File: src/rtl/seq_detect_param.sv
`timescale 1ns/1ps
// seq_detect_param
// Parametrised serial pattern detector for a single-bit input stream.
// Each enabled edge shifts bit `a` into a PAT_W-deep history. When the
// history holds PAT_W valid bits equal to PATTERN, a one-cycle registered
// pulse is raised on `y`. The MSB of PATTERN is the oldest bit received.
//
// Parameters:
//   PAT_W    pattern length in bits, 2..32
//   PATTERN  pattern value, PAT_W bits wide
//   CNT_W    match counter width, 1..32
//
// Ports:
//   clk        rising-edge clock
//   rst        asynchronous active-low reset
//   en         sample enable; `a` is consumed only when en=1
//   a          serial data bit
//   overlap    1 = overlapping matches, 0 = history flushed after a match
//   clr_cnt    synchronous clear of match_cnt
//   y          registered one-cycle match pulse
//   match_cnt  saturating match count
//
// Build option:
//   SEQ_DETECT_CNT_EN  when defined, the saturating match counter and
//                      clr_cnt are implemented; otherwise match_cnt is
//                      tied to zero and clr_cnt is ignored.

module seq_detect_param #(
    parameter int unsigned          PAT_W   = 4,
    parameter logic [PAT_W-1:0]     PATTERN = PAT_W'(4'b1101),
    parameter int unsigned          CNT_W   = 8
) (
    input  logic             clk,
    input  logic             rst,
    input  logic             en,
    input  logic             a,
    input  logic             overlap,
    input  logic             clr_cnt,
    output logic             y,
    output logic [CNT_W-1:0] match_cnt
);

    localparam int unsigned FILL_W = $clog2(PAT_W + 1);
    localparam logic [FILL_W-1:0] FILL_FULL = FILL_W'(PAT_W);

    // Elaboration-time parameter range checks
    if (PAT_W < 2 || PAT_W > 32) begin : g_bad_pat_w
        $error("seq_detect_param: PAT_W=%0d out of range 2..32", PAT_W);
    end
    if (CNT_W < 1 || CNT_W > 32) begin : g_bad_cnt_w
        $error("seq_detect_param: CNT_W=%0d out of range 1..32", CNT_W);
    end

    logic [PAT_W-1:0]  hist;
    logic [FILL_W-1:0] fill;

    logic [PAT_W-1:0]  hist_nxt_c;
    logic [FILL_W-1:0] nfill_c;
    logic [FILL_W-1:0] fill_d_c;
    logic              hit_c;

    // Next history, saturating fill count and match decision
    always_comb begin
        hist_nxt_c = hist;
        nfill_c    = fill;
        fill_d_c   = fill;
        hit_c      = 1'b0;

        if (en) begin
            hist_nxt_c = {hist[PAT_W-2:0], a};
            nfill_c    = (fill == FILL_FULL) ? fill : fill + FILL_W'(1);
            hit_c      = (nfill_c == FILL_FULL) && (hist_nxt_c == PATTERN);
            // Non-overlapping mode requires PAT_W fresh bits after a match
            fill_d_c   = (hit_c && !overlap) ? '0 : nfill_c;
        end
    end

    // History, fill and match pulse registers
    always_ff @(posedge clk or negedge rst) begin
        if (!rst) begin
            hist <= '0;
            fill <= '0;
            y    <= 1'b0;
        end else begin
            hist <= hist_nxt_c;
            fill <= fill_d_c;
            y    <= hit_c;
        end
    end

`ifdef SEQ_DETECT_CNT_EN
    localparam logic [CNT_W-1:0] CNT_MAX = '1;

    logic [CNT_W-1:0] cnt;

    // Saturating match counter; a clear coinciding with a hit leaves 1
    always_ff @(posedge clk or negedge rst) begin
        if (!rst) begin
            cnt <= '0;
        end else if (clr_cnt) begin
            cnt <= hit_c ? CNT_W'(1) : '0;
        end else if (hit_c && (cnt != CNT_MAX)) begin
            cnt <= cnt + CNT_W'(1);
        end
    end

    assign match_cnt = cnt;
`else
    logic cnt_unused;

    assign cnt_unused = clr_cnt;
    assign match_cnt  = '0;
`endif

endmodule
File: config.mk
export PLATFORM = sky130hd
export DESIGN_NAME = seq_detect_param
export DESIGN_NICKNAME = d
export VERILOG_FILES = /design/src/rtl/seq_detect_param.sv
export SDC_FILE = /design/constraint.sdc
export NUM_CORES = 1
export LEC_CHECK = 0
export ABC_AREA = 1
export CAP_MARGIN = 30
export CELL_PAD_IN_SITES_DETAIL_PLACEMENT = 0
export CELL_PAD_IN_SITES_GLOBAL_PLACEMENT = 1
export CORE_MARGIN = 10
export CORE_UTILIZATION = 31
export CTS_CLUSTER_DIAMETER = 80
export CTS_CLUSTER_SIZE = 40
export DETAILED_ROUTE_END_ITERATION = 10
export PLACE_DENSITY_LB_ADDON = 0.1
export SETUP_SLACK_MARGIN = 0.05
export SKIP_CTS_REPAIR_TIMING = 1
export SLEW_MARGIN = 20
export SYNTH_ARGS = -nofsm -noshare
export SYNTH_HDL_FRONTEND = slang
export SYNTH_SLANG_ARGS = --single-unit
File: constraint.sdc
create_clock -name clk -period 2.3 [get_ports clk]
set_input_delay 0.345 -clock clk [delete_from_list [all_inputs] [get_ports clk]]
set_output_delay 0.345 -clock clk [all_outputs]
set_load 0.01 [all_outputs]
## Yosys cells after proc, flatten, opt, wreduce, memory -nomap -nowiden

Cells that the tools add are included.
Widths: inputs -> output; s select.

| storage, ports and cells | value |
|---|---|
| register bits after elaboration | 7 |
| output and inout port bits | 9 |

| operators by class | value |
|---|---|
| add/subtract/negate cells | 1 |
| eq/ne operators | 3 |
| multiplexer cells | 3 |
| reductions and logical operators | 3 |

Operator list:

| operator | count |
|---|---|
| $eq 3x3->1 const B | 2 |
| $mux 3 | 2 |
| $eq 4x4->1 const B | 1 |
| $add 3x1->3 const B | 1 |
| $logic_and 1x1->1 | 2 |
| $logic_not 1->1 | 1 |
| $mux 1 | 1 |

## Depth between registers and ports, before layout

| logic depth | value |
|---|---|
| depth after elaboration | 6 |
| gate-level depth with buffers | 9 |

## Worst setup path before layout

No wires, ideal clock.

| path | value |
|---|---|
| path type | register to register |
| start point | register fill[0] |
| end point | register fill[2] |
| library setup time | 116 ps |
| arrival | 1,061 ps |
| data required time | 2,184 ps |
| setup slack | 1,122 ps |
| stages on the path, launching flop included | 9 |
| buffers on the path | 0 |
| cell sequence | dfrtp_1 > inv_1 > ha_1 > nor2_1 > nand2_1 > nor2_2 > nand2_1 > nand2_1 > nand2_1 |

| between the ends | value |
|---|---|
| word-level cells in the longest chain between the ends | 6 |
| elaborated cells on any way between the ends | 7 |
| classes of those cells | add/sub (1); eq/ne (2); mux (2); reduce/logical (2) |

RTL lines:

| item | RTL line | source |
|---|---|---|
| from (decl) | 55 | `logic [FILL_W-1:0] fill;` |
| from (signal assigned) | 86 | `fill <= fill_d_c;` |
| $add 3x1->3 or $eq 3x3->1 (tied branches) | 71 | `nfill_c = (fill == FILL_FULL) ? fill : fill + FILL_W'(1);` |
| $mux 3 (*) | 71 |  |
| $eq 3x3->1 | 72 | `hit_c = (nfill_c == FILL_FULL) && (hist_nxt_c == PATTERN);` |
| $logic_and 1x1->1 | 72 |  |
| $logic_and 1x1->1 | 74 | `fill_d_c = (hit_c && !overlap) ? '0 : nfill_c;` |
| $mux 3 (*) | 74 |  |

Every way passes the cells marked *; elsewhere a longest branch is shown, timed or not.
A chain may end at the register's enable or synchronous reset.

## Worst setup path in the final report

| path | value |
|---|---|
| start point | register y |
| end point | output port y |

RTL lines:

| item | RTL line | source |
|---|---|---|
| from (decl) | 39 | `output logic y,` |
| from (signal assigned) | 87 | `y <= hit_c;` |

No word-level cell between the ends.

==> impl_metrics.ini <==
[run_status]
status = finished, final reports clean

[cells_and_area]
register_area_sq_um = 175.2
num-fill-cells = 147
instances_no_fill = 78
finalNetCount = 72
drive_gt1_share_pct = 11.11
syn2layout_area_growth_pct = 14.63
num_antenna_cells = 0
multi_input_area_sq_um = 183.9
utilization_pct = 37.39

[power]
p_leak_uw = 0.0002534
p_switching_uw = 168.5
internal_power_uw = 285.8
swShare_pct = 37.09
p_seq_share_pct = 39.8
pwr-share-comb_pct = 35.7
power_density_nw_per_um2 = 945.6
worst_ir_drop_vdd_mv = 0.3005
pwr-share-clk_pct = 24.5

[timing]
maxSlewViolCount = 0
period_needed_ns = 1.439
max_clock_freq_mhz = 694.8
rsz0062_at_grt = false
tns_ns = 0
whs_ns = 0.3552
finalHoldViolations = 0
setup_violations = 0
finalClockSkew_ns = 0.001250
min_period_over_period_pct = 62.58

[drt]
drtIter0Drc = 4
via_count = 292
drt_wl_total_um = 751
drt-vias-per-instance = 3.744
routedWlPerCell_um = 9.628
firstDrtPassIters = 2
drcViolationCount = 0
ant_nets = 0

[placement]
dp_cells = 74
gp_congestion = 0.6663
hpwlAfterDp_um = 627.6
portBuffers = 5

[worst_setup_path]
cpMaxStageDelayCell = clkdlybuf4s50_1
critical-path-top-delay-family = buffers and inverters
crit_arrival_ns = 1.09
cp_max_fo = 1
r2r_setup_slack_ns = 1.01
endpoint_kind = primary output
crit_type = flip-flop to primary output
cp-start-kind = flip-flop
cp.buffers_inverters = 1
max_stage_delay_ns = 0.53
path_cells = clkdlybuf4s50_1
crit_required_ns = 1.96

[clock_network]
cts_max_path_buffers = 2
cts_buffers = 3
cts_tree = yes
cts_root_buf = clkbuf_4
clock-sinks = 7
htreeDepth = 1
clock_latency_ns = 0.25
clkTransAtPathRegs_ns = 0.05

[global_route]
gr-total-overflow = 0
track_usage_pct = 4.989
grt_max_degree = 9
antenna_found_initial = 0
grt_pass1_vias = 324
grt_pass1_wl_um = 1269

[synth]
ys_seq_area_share_pct = 41.79
yosysWarningCount = 0
ys_types = 13
synth_seq_cells = 7
synth_cells = 55
synth_area_sq_um = 419.2
avgSynthCellArea_sq_um = 7.621

[die]
fp-row-count = 13
die_w_um = 56.77
core-area_sq_um = 1285
dieArea_sq_um = 3223
start_util_pct = 32.62
num_io_pins = 15
die_h_um = 56.77

[run]
drv_cap = 0

[min_path]
worstHoldPathType = input pin to async pin
-- power by group through the flow --
stage,registers (uW),logic (uW),clock network [uW]
detailed placement,183,165,0
CTS,181,166,117
global route,188,192,126
finish,181,162,111
global placement,184,165,0
floorplan,178,141,0
-- cell usage in the layout (no fill, tap or decap), drive strengths merged --
cell            n
inv             7
clkbuf          4
o21ai           4
conb            8
nor2            5
ha              2
nand3           2
nand2          18
clkdlybuf4s50   5
and2            1
dfrtp           7
-- worst paths after layout --
path                            startpoint      end  cells after the start
max in group asynchronous              rst  fill[0]                      1
worst min-delay path                   rst  fill[2]                      1
min in group clk                   hist[0]  hist[0]                      2
worst min register to register     hist[0]  hist[0]                      2
worst max-delay path                     y        y                      1
worst max register to register     fill[0]  fill[2]                      8
-- cell families (layout without fill, tap and decap cells) --
kind of cell | Yosys count | count (layout) | synth area share [%]
buffers and inverters | 15 | 16 | 20.60
AND/OR/NAND/NOR | 26 | 26 | 25.97
other | 1 | 8 | 0.8947
flip-flops | 7 | 7 | 41.79
adder cells (fa/ha/maj) | 2 | 2 | 5.969
AO/OA/AOI/OAI | 4 | 4 | 4.776
-- synth_stat cells --
cell type,n,area (sq um)
dfrtp_1,7,175.2
ha_1,2,25.02
inv_1,6,22.52
conb_1,1,3.750
nand2_1,17,63.81
nor2_1,4,15.01
buf_4,8,60.06
and2_2,1,7.510
o21ai_0,4,20.02
nand2_2,1,6.260
nand3_1,2,10.01
nor2_2,1,6.260
inv_2,1,3.750
-- sequential cells by signal (all words and copies together) (netlist names) --
name and flops:
y 1, hist 3, fill 3
-- through the flow --
stage | setup slack (ns) | total power, uW | cell area, sq um
after floorplan | 1.122 | 318.8 | 445.4
after global placement | 0.8656 | 349.2 | 454.2
after detailed placement | 0.8788 | 347.9 | 454.2
after CTS | 0.8442 | 463.4 | 480.5
after global routing | 0.8028 | 504.8 | 480.5
final | 0.8608 | 454.3 | 480.5
-- routing by layer --
layer | vias to the layer above | global-route usage (%) | share of wire (%)
li1 | 165 | - | -
met1 | 119 | 4.827 | 44
met2 | 6 | 7.837 | 49
met5 | - | 0 | 0
met4 | 0 | 5.034 | 0.80
met3 | 2 | 1.798 | 5.9
-- final cells by class --
class,count,share of cell area [%]
multi-input cells,40,38.28
flip-flops and latches,7,36.46
repair buffers,5,10.42
clock buffers,4,5.469
well taps,15,3.906
inverters,7,5.469
No activity file was read; power rests on OpenSTA's default activity.
